`src/rtl/riscv_pkg.sv`:
```
// Shared definitions for the instruction-memory fetch path.
package riscv_pkg;

  typedef enum logic [2:0] {
    S_IDLE = 3'd0,
    S_WR   = 3'd1,
    S_RD0  = 3'd2,
    S_RD1  = 3'd3,
    S_RD2  = 3'd4,
    S_RD3  = 3'd5,
    S_RDW  = 3'd6,
    S_DONE = 3'd7
  } fetch_state_t;

  localparam logic [31:0] NOP_INSTR  = 32'h0000_0013;
  localparam int          IMEM_DEPTH = 2048;

endpackage

```
`src/rtl/imem_fetch_ctrl.sv`:
```
// Arbitrates core word fetches and loader byte writes onto a single-port,
// byte-wide, synchronous-read instruction memory; words are assembled MSB first.
//
// state  | meaning
// -------+-----------------------------------------------------------
// IDLE   | arbitrate loader vs fetch, check fetch address
// WR     | loader byte write, ld_ack
// RD0..3 | read bytes addr+0..3, capture the previous access's byte
// RDW    | no access, capture the last byte
// DONE   | fetch_valid pulse (word, or NOP with fetch_err)
module imem_fetch_ctrl
  import riscv_pkg::*;
#(
  parameter int          ADDR_W    = 11,
  parameter int          DEPTH     = riscv_pkg::IMEM_DEPTH,
  parameter logic [31:0] NOP_INSTR = riscv_pkg::NOP_INSTR
) (
  input  logic              clk,
  input  logic              rst,
  input  logic              fetch_req,
  input  logic [31:0]       fetch_addr,
  output logic              fetch_ready,
  output logic              fetch_valid,
  output logic [31:0]       fetch_instr,
  output logic              fetch_err,
  input  logic              ld_req,
  input  logic [ADDR_W-1:0] ld_addr,
  input  logic [7:0]        ld_data,
  output logic              ld_ack,
  output logic              mem_en,
  output logic              mem_we,
  output logic [ADDR_W-1:0] mem_addr,
  output logic [7:0]        mem_wdata,
  input  logic [7:0]        mem_rdata
);

  localparam logic [32:0] LAST_ADDR = 33'(DEPTH - 1);

  fetch_state_t      r_state, w_next;
  logic [ADDR_W-1:0] r_addr;
  logic [31:8]       r_word;
  logic              r_last_was_ld;
  logic              r_fetch_valid;
  logic              r_fetch_err;
  logic [31:0]       r_fetch_instr;

  logic [32:0]       w_end;
  logic              w_addr_bad;
  logic              w_ld_win;

  // 33-bit sum so an address near 2**32 cannot wrap back into range
  assign w_end      = {1'b0, fetch_addr} + 33'd3;
  assign w_addr_bad = (fetch_addr[1:0] != 2'b00) || (w_end > LAST_ADDR);
  assign w_ld_win   = ld_req && !(fetch_req && r_last_was_ld);

  assign fetch_valid = r_fetch_valid;
  assign fetch_err   = r_fetch_err;
  assign fetch_instr = r_fetch_instr;

  always_ff @(posedge clk or negedge rst) begin
    if (!rst) r_state <= S_IDLE;
    else      r_state <= w_next;
  end

  always_comb begin
    w_next      = r_state;
    fetch_ready = 1'b0;
    ld_ack      = 1'b0;
    mem_en      = 1'b0;
    mem_we      = 1'b0;
    mem_addr    = '0;
    mem_wdata   = '0;
    case (r_state)
      S_IDLE: begin
        if (w_ld_win) begin
          w_next = S_WR;
        end else if (fetch_req) begin
          fetch_ready = 1'b1;
          w_next      = w_addr_bad ? S_DONE : S_RD0;
        end
      end
      S_WR: begin
        mem_en    = 1'b1;
        mem_we    = 1'b1;
        mem_addr  = ld_addr;
        mem_wdata = ld_data;
        ld_ack    = 1'b1;
        w_next    = S_IDLE;
      end
      S_RD0: begin
        mem_en   = 1'b1;
        mem_addr = r_addr;
        w_next   = S_RD1;
      end
      S_RD1: begin
        mem_en   = 1'b1;
        mem_addr = r_addr + ADDR_W'(1);
        w_next   = S_RD2;
      end
      S_RD2: begin
        mem_en   = 1'b1;
        mem_addr = r_addr + ADDR_W'(2);
        w_next   = S_RD3;
      end
      S_RD3: begin
        mem_en   = 1'b1;
        mem_addr = r_addr + ADDR_W'(3);
        w_next   = S_RDW;
      end
      S_RDW:   w_next = S_DONE;
      S_DONE:  w_next = S_IDLE;
      default: w_next = S_IDLE;
    endcase
  end

  always_ff @(posedge clk or negedge rst) begin
    if (!rst) begin
      r_addr        <= '0;
      r_word        <= '0;
      r_last_was_ld <= 1'b0;
      r_fetch_valid <= 1'b0;
      r_fetch_err   <= 1'b0;
      r_fetch_instr <= '0;
    end else begin
      r_fetch_valid <= (w_next == S_DONE);
      if (fetch_ready) begin
        r_addr        <= fetch_addr[ADDR_W-1:0];
        r_last_was_ld <= 1'b0;
        if (w_addr_bad) begin
          r_fetch_instr <= NOP_INSTR;
          r_fetch_err   <= 1'b1;
        end
      end
      if (r_state == S_WR) r_last_was_ld <= 1'b1;
      // read data lags the address by one cycle, so each state captures the previous byte
      case (r_state)
        S_RD1: r_word[31:24] <= mem_rdata;
        S_RD2: r_word[23:16] <= mem_rdata;
        S_RD3: r_word[15:8]  <= mem_rdata;
        S_RDW: begin
          r_fetch_instr <= {r_word, mem_rdata};
          r_fetch_err   <= 1'b0;
        end
        default: ;
      endcase
    end
  end

endmodule

```
`config.mk`:
```
export PLATFORM = sky130hd
export DESIGN_NAME = imem_fetch_ctrl
export DESIGN_NICKNAME = d
export VERILOG_FILES = /design/src/rtl/riscv_pkg.sv /design/src/rtl/imem_fetch_ctrl.sv
export SDC_FILE = /design/constraint.sdc
export NUM_CORES = 1
export LEC_CHECK = 0
export CORE_UTILIZATION = 35
export CTS_CLUSTER_SIZE = 14
export DETAILED_ROUTE_END_ITERATION = 12
export DONT_BUFFER_PORTS = 1
export PLACE_DENSITY = 0.59
export SLEW_MARGIN = 20
export SYNTH_ARGS = -nofsm -noshare
export SYNTH_HDL_FRONTEND = slang
export SYNTH_SLANG_ARGS = --single-unit
```
`constraint.sdc`:
```
create_clock -name clk -period 3.99 [get_ports clk]
set_clock_uncertainty 0.1 [all_clocks]
set_input_delay 0.798 -clock clk [delete_from_list [all_inputs] [get_ports clk]]
set_output_delay 0.798 -clock clk [all_outputs]
set_load 0.1 [all_outputs]
```
== Word-level counts from Yosys, hierarchy flattened ==
Index checks and enable logic that the tools add are counted.
W data, S select, Z words.

* Latch bits: 0
* Word-level logic and storage cells: 53
* Output and inout port bits: 57
* Flip-flop bits (word level): 73
* Input port bits: 63
* RAM bits: 0
* Memories kept: 0
* Bits in read-only memories: 0

* Multiply operators: 0
* Bitwise gates (word level): 0
* Reductions and logical operators: 12
* Shift-type cells: 0
* Order comparisons: 1
* Eq/ne operators: 8
* Div/mod/pow operators: 0
* Multiplexer cells: 19
* Add/sub/neg operators: 4

{| class="wikitable"
|+ Operator list
! kind !! count
|-
| $mux W32 || 3
|-
| $pmux W11 S5 || 1
|-
| $add A32 B2 Y33 const B || 1
|-
| $gt A33 B11 Y1 const B || 1
|-
| $add A11 B2 Y11 const B || 2
|-
| $pmux W3 S7 || 1
|-
| $eq A3 B3 Y1 const B || 5
|-
| $add A11 B1 Y11 const B || 1
|-
| $mux W1 || 10
|-
| $mux W3 || 3
|-
| $mux W8 || 1
|-
| $reduce_bool A2 Y1 || 4
|-
| $eq A3 B2 Y1 const B || 2
|-
| $reduce_or A5 Y1 || 1
|-
| $eq A3 B1 Y1 const B || 1
|-
| $logic_not A3 Y1 || 1
|-
| $logic_and A1 B1 Y1 || 2
|-
| $reduce_and A2 Y1 || 1
|-
| $reduce_or A2 Y1 || 1
|-
| $logic_not A1 Y1 || 1
|-
| $logic_or A1 B1 Y1 || 1
|}

== Logic depth before layout (Yosys ltp) ==
* Depth after elaboration: 8
* Mapped depth: 12
* Gate-level depth less buffers: 11

== Least setup slack after synthesis ==
Ideal clock, no wire load.

* Kind: reg-to-output
* Start: register r_state[0]
* End: output mem_addr[8]
* Data required time: 3.092 ns
* Stages on the path, launching flop included: 10
* Buffers on the path: 2
* Setup slack: -0.962 ns
* Data arrival time: 4.054 ns
* Cells stage by stage: dfrtp_1 clkbuf_1 nand2_1 clkbuf_1 inv_1 fa_1 a22o_1 nand3_1 or2_2 o31ai_1

* Word-level cells in the longest chain between the ends: 2
* Elaborated cells on any way between the ends: 6
* Classes of those cells: 5 x eq/ne; 1 x mux

{| class="wikitable"
|+ RTL lines
! what !! line !! text
|-
| start, declared || imem_fetch_ctrl.sv:39 || <nowiki>fetch_state_t r_state, w_next;</nowiki>
|-
| start signal, assigned || imem_fetch_ctrl.sv:62 || <nowiki>else r_state <= w_next;</nowiki>
|-
| $eq A3 B3 Y1, or another cell as far along || imem_fetch_ctrl.sv:73 || <nowiki>case (r_state)</nowiki>
|-
| $pmux W11 S5 * || imem_fetch_ctrl.sv:73 ||
|-
| end, declared || imem_fetch_ctrl.sv:32 || <nowiki>output logic [ADDR_W-1:0] mem_addr,</nowiki>
|}

Every way passes the cells marked *; elsewhere a longest branch is shown, timed or not.

== Final worst setup path ==
* Start: register r_state[1]
* End: output mem_addr[5]

The elaborated chain is that of the path after synthesis.

==> impl_metrics.tcl <==
set metrics [dict create \
    clkTransAtPathRegs_ps 60 \
    ctsResizeCount 0 \
    synthFlopType "dfrtp_1" \
    maxSlewViolCount 0 \
    io_buffers 0 \
    place_hpwl_mm 8.42 \
    insertion_delay_ps 320 \
    synth_top_cell_by_area "dfrtp_1" \
    cts_tree "done" \
    drc_errors 0 \
    crit_path_start_kind "register" \
    cts_setup_buffers 0 \
    hold_viol_final 0 \
    maxCapViolations 0 \
    drive_above_1_share_pct 24.5 \
    synth_cell_types 66 \
    nNetsFinal 550 \
    status "finished clean" \
    synth_edf_count 0 \
    io_pins 120 \
    cts_buffer_depth 2 \
    hp-class "in -> async" \
    crit_required_ps 3090 \
    wl_per_cell_um 17.6 \
    timing.slew.headroom_pct 35.4 \
    post-place-ws_ps 424 \
    period_minus_slack_ps 3730 \
    grt_max_degree 74 \
    track_usage_pct 18.0 \
    areaGrowthSynthToFinish_pct 16.7 \
    cts_made_buffers 9 \
    final.fill_count 1206 \
    rows 40 \
    postCtsHoldBufs 0 \
    synth_area_um2 4470 \
    cts_max_level 3 \
    placed_area_um2 4890 \
    setup_viol 0 \
    antenna_cells 0 \
    setup_ws_ps 261 \
    start_util_pct 36.6 \
    grt_use_met3_pct 5.17 \
    dr.pass1.iters 6 \
    via_per_inst 5.52 \
    die_x_um 115 \
    top_usage_layer "met2" \
    cp-end-kind "primary output" \
    synthArstFlopShare_pct 100 \
    drt_iter0_drc 224 \
    syn_avg_cell_area_um2 9.54 \
    clock_sinks 73 \
    ys_top_cells_by_area "dfrtp_1 41%, nor3_4 7.3%, nor2_1 6.6%, mux2_2 6.1%, nand2_1 4.6%" \
    synth_nets 536 \
    fin_util_pct 42.7 \
    grt_antenna_before_repair 0 \
    timing.fmax_mhz 268 \
    die_h_um 115 \
    synth_top_area_share_pct 40.9 \
    grtUsageMet1_pct 22.5 \
    finalCritPeriodShare_pct 93.5 \
    ys_seq_area_share_pct 40.9 \
    grt_pass1_vias 3623 \
    worst_pin_slew_ps 969 \
    vias 3608 \
    yosys_warnings 0 \
    grt_use_met2_pct 30.4 \
    grt_pass1_wl_mm 18.5 \
    crit_fanout 6 \
    fin_area_um2 5210 \
    synth_seq_cells 73 \
    grt-ovfl-total 0 \
    crit_type "reg -> out" \
    rsz0062_at_grt "no" \
    detail-route-antenna-nets 0 \
    synth_cells 468 \
    totalWireLength_mm 11.5 \
    core_um2 12200 \
    root_buffer "clkbuf_16" \
    crit_arrival_ps 2830 \
    place_congestion 0.807 \
    die-area_um2 13200 \
    r2r_setup_slack_ps 1330 \
]
==> per-stage QoR <==
| stage | instances | hold WS (ps) | setup TNS, ps |
|---|---|---|---|
| after detailed placement | 639 | 393 | 0 |
| after floorplan | 468 | 360 | -172 |
| after global routing | 654 | 50.2 | 0 |
| after global placement | 639 | 384 | 0 |
| after CTS | 654 | 55.2 | 0 |
| final | 654 | 66.1 | 0 |
==> kinds of logic after synthesis <==
family | after synthesis | synth area share [%]
xor gates and xnor gates | 4 | 0.784
buffers and inverters | 38 | 4.34
and+or+nand+nor | 250 | 35.0
adders and majority gates | 5 | 1.57
muxes | 25 | 6.27
DFF | 73 | 40.9
AOI/OAI and AO/OA | 73 | 11.2
==> cells in the final DEF (no fill, tap or decap), drive strengths merged, types with 6 or more instances in the layout <==
| master | count |
|---|---|
| nand4 | 13 |
| o22ai | 6 |
| mux2 | 24 |
| clkbuf | 11 |
| nor3 | 32 |
| nor4 | 9 |
| o21ai | 18 |
| nand3 | 12 |
| nor2 | 79 |
| dfrtp | 73 |
| nand2 | 55 |
| and3 | 10 |
| inv | 11 |
| buf | 31 |
| a21oi | 9 |
==> cell type report <==
cell class                 count  area, µm²  area share [%]
multi-input combinational    357       2480            47.6
sequential                    73       1830            35.0
timing repair buffer          31        340            6.53
clock buffer                  11        243            4.66
tap                          168        210            4.03
clock inverter                 4       76.3            1.46
inverter                      10       37.5           0.720
==> flip-flops by register name, indices dropped and copies added, names as in the netlist <==
register / flops
r_addr: 11
fetch_instr: 32
r_state: 3
r_last_was_ld: 1
r_word: 24
fetch_err: 1
fetch_valid: 1
==> worst paths after layout <==
| kind | start | end | cells past startpoint |
|---|---|---|---|
| setup / recovery | r_state[1]$_DFF_PN0_ | mem_addr[5] | 10 |
| hold / removal | rst | r_addr[8]$_DFFE_PN0P_ | 0 |
| setup reg to reg | r_state[1]$_DFF_PN0_ | fetch_instr[27]$_DFFE_PN0P_ | 7 |
| hold reg to reg | r_word[28]$_DFFE_PN0P_ | r_word[28]$_DFFE_PN0P_ | 1 |
| max in group asynchronous | rst | r_word[26]$_DFFE_PN0P_ | 0 |
| min in group clk | r_word[28]$_DFFE_PN0P_ | r_word[28]$_DFFE_PN0P_ | 1 |
==> per-layer routing <==
layer | routed length, µm | share of wire [%] | vias to the layer above
met4 | 53 | 0.46 | 0
met2 | 5720 | 50 | 115
met5 | 0 | 0 | -
met3 | 856 | 7.4 | 2
li1 | - | - | 1720
met1 | 4890 | 42 | 1771
==> cell usage after synthesis, types with 5 or more instances <==
| library cell | n |
|---|---|
| and3_1 | 10 |
| clkbuf_1 | 19 |
| and4_1 | 5 |
| nand3_1 | 11 |
| nor2b_1 | 5 |
| o211ai_1 | 5 |
| dfrtp_1 | 73 |
| o22ai_1 | 6 |
| o21ai_0 | 17 |
| nor4_1 | 6 |
| mux2_2 | 24 |
| nand2_1 | 55 |
| nand4_1 | 11 |
| a21oi_1 | 9 |
| nor2_1 | 79 |
| inv_1 | 10 |
| nor3_2 | 9 |
| nor3_4 | 20 |
==> worst max-delay path, stage by stage (launching register included) <==
cell and delay, ps:
dfrtp_1 440, nor2b_1 300, nand2_1 130, inv_1 100
ha_1 230, a21oi_1 280, nor2_1 120, a32oi_1 320
nor3b_1 90, a221o_1 310, buf_12 180
Power is not shown: default switching activity piles up to over one toggle a cycle in this logic, so the estimate is an artifact.
